`src/rtl/memory_access.sv`:
```
// memory_access: single-outstanding load/store unit between execute and a valid/ready memory bus.
// Optional misaligned-access trap is enabled by defining MEMORY_ACCESS_MISALIGN_TRAP_EN.

module memory_access (
    input  logic        clk,
    input  logic        rst,
    input  logic        start_i,
    input  logic [31:0] execute_i_valE,
    input  logic [31:0] decode_i_reg_valB,
    input  logic        decode_i_mem_ren,
    input  logic        decode_i_mem_wen,
    input  logic [2:0]  decode_i_mem_func,
    output logic        mem_req_valid,
    input  logic        mem_req_ready,
    output logic [31:0] mem_req_addr,
    output logic        mem_req_wen,
    output logic [31:0] mem_req_wdata,
    output logic [3:0]  mem_req_wmask,
    input  logic        mem_rsp_valid,
    input  logic [31:0] mem_rsp_rdata,
    output logic [31:0] memory_o_valM,
    output logic        memory_o_done,
    output logic        memory_o_busy,
    output logic        memory_o_misalign
);

    typedef enum logic [1:0] {S_IDLE, S_REQ, S_WAIT, S_DONE} state_t;

    state_t      state_q, state_d;
    logic [31:0] val_e_q, val_e_d;
    logic [31:0] val_b_q, val_b_d;
    logic [31:0] val_m_q, val_m_d;
    logic [2:0]  func_q, func_d;
    logic        ren_q, ren_d;
    logic        wen_q, wen_d;
    logic        misalign_q, misalign_d;

    logic        is_mem;
    logic        misalign_in;
    logic [1:0]  acc_size;
    logic        sign_ext;
    logic [1:0]  lane_off;
    logic [15:0] shifted;
    logic [31:0] load_data;
    logic [31:0] store_data;
    logic [3:0]  store_mask;

    // 0 = byte, 1 = halfword, 2 = word; unused funct3 codes fall back to word
    function automatic logic [1:0] access_size(input logic [2:0] f);
        case (f)
            3'b000, 3'b100: access_size = 2'd0;
            3'b001, 3'b101: access_size = 2'd1;
            default:        access_size = 2'd2;
        endcase
    endfunction

    assign is_mem = decode_i_mem_ren | decode_i_mem_wen;

`ifdef MEMORY_ACCESS_MISALIGN_TRAP_EN
    always_comb begin
        misalign_in = 1'b0;
        case (access_size(decode_i_mem_func))
            2'd1:    misalign_in = is_mem & execute_i_valE[0];
            2'd2:    misalign_in = is_mem & (|execute_i_valE[1:0]);
            default: misalign_in = 1'b0;
        endcase
    end
`else
    assign misalign_in = 1'b0;
`endif

    assign acc_size = access_size(func_q);
    assign sign_ext = ~func_q[2];

    always_comb begin
        store_mask = 4'b1111;
        store_data = val_b_q;
        lane_off   = 2'b00;
        case (acc_size)
            2'd0: begin
                store_mask = 4'b0001 << val_e_q[1:0];
                store_data = {4{val_b_q[7:0]}};
                lane_off   = val_e_q[1:0];
            end
            2'd1: begin
                store_mask = 4'b0011 << {val_e_q[1], 1'b0};
                store_data = {2{val_b_q[15:0]}};
                lane_off   = {val_e_q[1], 1'b0};
            end
            default: begin
                store_mask = 4'b1111;
                store_data = val_b_q;
                lane_off   = 2'b00;
            end
        endcase
    end

    // Bring the addressed lane down to bit 0, then widen by size and signedness
    always_comb begin
        shifted   = 16'(mem_rsp_rdata >> {lane_off, 3'b000});
        load_data = mem_rsp_rdata;
        case (acc_size)
            2'd0:    load_data = sign_ext ? {{24{shifted[7]}}, shifted[7:0]}
                                          : {24'h000000, shifted[7:0]};
            2'd1:    load_data = sign_ext ? {{16{shifted[15]}}, shifted[15:0]}
                                          : {16'h0000, shifted[15:0]};
            default: load_data = mem_rsp_rdata;
        endcase
    end

    always_comb begin
        state_d    = state_q;
        val_e_d    = val_e_q;
        val_b_d    = val_b_q;
        val_m_d    = val_m_q;
        func_d     = func_q;
        ren_d      = ren_q;
        wen_d      = wen_q;
        misalign_d = misalign_q;
        case (state_q)
            S_IDLE: begin
                if (start_i) begin
                    val_e_d    = execute_i_valE;
                    val_b_d    = decode_i_reg_valB;
                    func_d     = decode_i_mem_func;
                    ren_d      = decode_i_mem_ren;
                    wen_d      = decode_i_mem_wen;
                    misalign_d = misalign_in;
                    if (misalign_in) begin
                        state_d = S_DONE;
                        val_m_d = 32'h0;
                    end else if (is_mem) begin
                        state_d = S_REQ;
                    end else begin
                        state_d = S_DONE;
                        val_m_d = execute_i_valE;
                    end
                end
            end
            S_REQ: begin
                if (mem_req_ready) begin
                    state_d = S_WAIT;
                end
            end
            S_WAIT: begin
                if (mem_rsp_valid) begin
                    state_d = S_DONE;
                    val_m_d = ren_q ? load_data : 32'h0;
                end
            end
            S_DONE: begin
                state_d    = S_IDLE;
                misalign_d = 1'b0;
            end
            default: state_d = S_IDLE;
        endcase
    end

    always_ff @(posedge clk or posedge rst) begin
        if (rst) begin
            state_q    <= S_IDLE;
            val_e_q    <= 32'h0;
            val_b_q    <= 32'h0;
            val_m_q    <= 32'h0;
            func_q     <= 3'b000;
            ren_q      <= 1'b0;
            wen_q      <= 1'b0;
            misalign_q <= 1'b0;
        end else begin
            state_q    <= state_d;
            val_e_q    <= val_e_d;
            val_b_q    <= val_b_d;
            val_m_q    <= val_m_d;
            func_q     <= func_d;
            ren_q      <= ren_d;
            wen_q      <= wen_d;
            misalign_q <= misalign_d;
        end
    end

    assign mem_req_valid     = (state_q == S_REQ);
    assign mem_req_addr      = {val_e_q[31:2], 2'b00};
    assign mem_req_wen       = wen_q;
    assign mem_req_wdata     = store_data;
    assign mem_req_wmask     = store_mask;
    assign memory_o_valM     = val_m_q;
    assign memory_o_done     = (state_q == S_DONE);
    assign memory_o_busy     = (state_q != S_IDLE);
    assign memory_o_misalign = misalign_q;

endmodule
```
`config.mk`:
```
export PLATFORM = sky130hd
export DESIGN_NAME = memory_access
export DESIGN_NICKNAME = d
export VERILOG_FILES = /design/src/rtl/memory_access.sv
export SDC_FILE = /design/constraint.sdc
export NUM_CORES = 1
export LEC_CHECK = 0
export CORE_ASPECT_RATIO = 1.25
export CORE_UTILIZATION = 30
export DETAILED_ROUTE_END_ITERATION = 16
export MAX_ROUTING_LAYER = met4
export SLEW_MARGIN = 15
export SYNTH_ARGS = -nofsm -noshare
export SYNTH_HDL_FRONTEND = slang
export SYNTH_SLANG_ARGS = --single-unit
```
`constraint.sdc`:
```
create_clock -name clk -period 5 [get_ports clk]
set_clock_uncertainty 0.15 [all_clocks]
set_input_delay 0.5 -clock clk [delete_from_list [all_inputs] [get_ports clk]]
set_output_delay 0.5 -clock clk [all_outputs]
set_load 0.01 [all_outputs]
```
==> out/qor.log <==
[floorplanning] Initial Util 30.9%
[clock_network] cell at the root of the clock tree clkbuf_16
[sta] setup slack after layout 1.89 ns
[power] leakage power total 0.00325 uW
[global_route] overall routing resource usage 18.5%
[clock_network] number of H-tree branching levels 3
[power] clock network fraction of design power 15.9%
[synth] top cell type by total area after synthesis dfrtp_1
[synth] post-synthesis average cell area 11.5 sq um
[routing] sum of routed wire segments on met1 6570 microns
[layout] FF+latch area 2580 sq um
[global_route] GRT Residual Overflow 0
[synth] ys flop type dfrtp_1
[routing] Met3 Wirelength 1260 microns
[floorplanning] Ports 211
[synth] post-synthesis instance total 473
[floorplanning] row count 54
[routing] drt pass-1 iters 5
[sta] pins over their slew limit 0
[synth] number of enable flip-flop cells after synthesis 0
[power] NetSw 1920 uW
[power] switching part of the total power 36.0%
[sta] time the worst path needs with I/O delays and setup 3.11 ns
[critical_path] maximum fanout encountered on the critical timing path 18
[clock_network] buffer count from post-CTS setup fixing 0
[clock_network] # resized after CTS 0
[power] part of the power in combinational logic 54.4%
[placement] half-perimeter wire length of the detailed placement result 12300 microns
[global_route] global-route wire length before repair 25400 microns
[clock_network] CTS clk-pin slew, worst paths 0.07 ns
[routing] average detailed-routed wire length per instance 19.1 microns
[layout] footprint of the multi-input gates 2400 sq um
[routing] via density per instance 4.89
[power] part of the power in registers 29.7%
[routing] violation count after the first detailed-routing iteration 180
[synth] most used standard cell by instance count after synthesis dfrtp_1
[critical_path] r2r setup slk 1.89 ns
[synth] sequential fraction of the synthesis area 47.4%
[min_path] hold-critical path endpoint val_e_q[24]$_DFFE_PP0P_
[synth] distinct cell type count of the synthesized netlist 41
[synth] cell area after synthesis 5440 sq um
[power] cell internal pwr 3430 uW
[routing] detailed-route DRC error count 0
[routing] highest signal layer in the routed design met4
[critical_path] Arrival @ worst endpoint 3.25 ns
[placement] routability cong. 0.765
[critical_path] Worst R2R Path Depth 7
[sta] total negative slack 0 ns
[sta] Max-slew headroom 30.9%
[critical_path] crit path capture type flip-flop
[synth] leading post-synthesis cells by instance count 103 x dfrtp_1, 89 x mux2_2, 42 x buf_4
[clock_network] clock latency at the later pin of the worst-skew pair 0.35 ns
[job] max-cap violation count 0
[clock_network] Inserted Clock Buffers 9
[floorplanning] overall die height 153 microns
[synth] post-synthesis register bit count 103
[routing] via total after detailed routing 4201
[power] worst IR drop on VDD 0.289 mV
[critical_path] destination of the worst register-to-register timing path memory_o_valM[29]$_DFFE_PP0P_
[clock_network] maximum buffer depth of the clock tree 2
[floorplanning] x dimension of the die 122 microns
[critical_path] reg-to-reg startpoint state_q[0]$_DFFE_PP0P_
[min_path] Hold Path Depth 1
[placement] Worst Setup Slack post-DPL 1.85 ns
[global_route] largest net degree at the start of global routing 76
[layout] total inserted antenna cells 0
[floorplanning] core outline area 17600 sq um
[min_path] worst min-delay path category flip-flop to flip-flop
[sta] Slew @ Worst Pin 1.03 ns
[clock_network] number of hold buffers added after cts 0
[floorplanning] area of the die 18700 sq um
[critical_path] required time of the critical path 5.14 ns
[placement] count of buffers inserted at the top-level ports 207
[sta] number of setup violations in the final report 0
[min_path] HP Start val_e_q[24]$_DFFE_PP0P_
[routing] met2 wire length 8260 microns
[layout] fillers 1686
[synth] number of synthesis warnings 0
[synth] Synth top area share 47.4%
[routing] sum of routed wire length over all layers 16400 microns
[synth] cell types with the largest area share after synthesis dfrtp_1 47%, mux2_2 18%, buf_4 5.8%
[status] outcome completed
[sta] upper clock frequency limit 0.321 GHz
[layout] layout cell share with drive strength beyond 1 20.6%
[sta] hold violation count in the final report 0
[routing] remaining antenna violation count 0
[clock_network] clock tree from TritonCTS yes
[global_route] via count of the first global-routing pass 4588
[power] post-layout total power 5350 uW
[power] P per Cell Area 689 nW/um^2
[sta] post-route fraction of the period consumed by the critical path 62.3%
[layout] Area growth, synth to finish 43.0%
[layout] number of nets in the final layout 741
[sta] setup repair after global routing missed its margin false
[clock_network] clock sinks 103
[critical_path] start-to-end type of the worst setup path flip-flop to flip-flop
[synth] asr flop ratio synth 100%
[global_route] number of antenna violations at the first check in global routing 0
[critical_path] startpoint type of the worst setup path flip-flop
## area by class of cell
cell class | count | share of cell area (%)
tap | 224 | 3.60
inverter | 13 | 0.660
sequential | 103 | 33.2
multi-input combinational | 292 | 30.8
clock buffer | 12 | 3.43
timing repair buffer | 211 | 27.0
clock inverter | 4 | 1.27
## power by group through the flow
stage                     Sequential [uW]  Clock, uW  Combinational, uW
after detailed placement             1600          0               2940
after floorplan                      1540          0               1800
after CTS                            1590        883               2960
after global placement               1580          0               2910
after global routing                 1640        912               3140
final                                1590        851               2910
## cells by family (layout without fill, tap and decap cells)
group,Yosys count,count (layout),synth area share [%]
adder cells (fa/ha/maj),5,5,1.15
AND/OR/NAND/NOR,96,96,8.42
flip-flops,103,103,47.4
buffers and inverters,80,240,8.93
multiplexers,105,105,21.4
other,1,3,0.0690
AO/OA/AOI/OAI,83,83,12.6
## sequential cells by signal, indices dropped and copies added (netlist names)
signal         flops
state_q            2
ren_q              1
func_q             3
mem_req_wen        1
val_e_q           32
memory_o_valM     32
val_b_q           32
## through the flow
stage / hold slack, ns / std cells / utilization, % / cell area [sq um]
2_1_floorplan: 0.321 / 475 / - / 5440
3_3_place_gp: 0.332 / 843 / 42.2 / 7400
3_5_place_dp: 0.343 / 843 / 42.2 / 7400
4_1_cts: 0.360 / 859 / 44.2 / 7770
5_1_grt: 0.376 / 859 / 44.3 / 7770
6_report: 0.357 / 859 / 44.3 / 7770
## worst max path at each step
stage	from	endpoint	slack [ns]	cells past startpoint
CTS	state_q[0]$_DFFE_PP0P_	memory_o_valM[29]$_DFFE_PP0P_	1.82	7
finish	state_q[0]$_DFFE_PP0P_	memory_o_valM[29]$_DFFE_PP0P_	1.89	7
floorplan	rst	func_q[0]$_DFFE_PP0P_	1.65	1
global placement	state_q[0]$_DFFE_PP0P_	memory_o_valM[31]$_DFFE_PP0P_	2.00	7
detailed placement	state_q[0]$_DFFE_PP0P_	memory_o_valM[29]$_DFFE_PP0P_	1.85	7
global route	state_q[0]$_DFFE_PP0P_	memory_o_valM[21]$_DFFE_PP0P_	1.61	7
## worst max-delay path, cell delays in order (launching register included)
cell      delay (ns)
dfrtp_1         0.41
inv_1           0.12
ha_1            0.58
and2_1          0.69
nand3_1         0.18
a21oi_2         0.60
a222oi_1        0.19
nand2_1         0.13
## layer usage
layer  vias to the layer above  GRT usage [%]
li1                       1957              -
met3                        19           5.24
met4                         0           6.97
met5                         -              -
met2                       183           30.6
met1                      2042           20.9
## cell usage in the layout, fill, tap and decap left out, types with 2 or more instances in the layout
cell             netlist  layout
buf_4                 42       4
a21oi_1               27      27
o21ai_0               10      10
ha_1                   5       5
bufinv_16              0       3
dfrtp_1              103     103
clkdlybuf4s50_1        0     207
nand2b_1              12      12
clkbuf_16              0       9
o21bai_1               3       3
a222oi_1              18      18
a22oi_1                4       4
o211ai_1               4       4
nand2_1               28      27
clkbuf_8               0       3
inv_1                 12      11
conb_1                 1       3
mux2_2                89      89
mux2i_1               16      16
nor2b_1               10      10
nor2_4                 1       2
a221oi_2               8       8
nor2_1                36      36
Note: power is estimated with default switching activity, not from simulation.
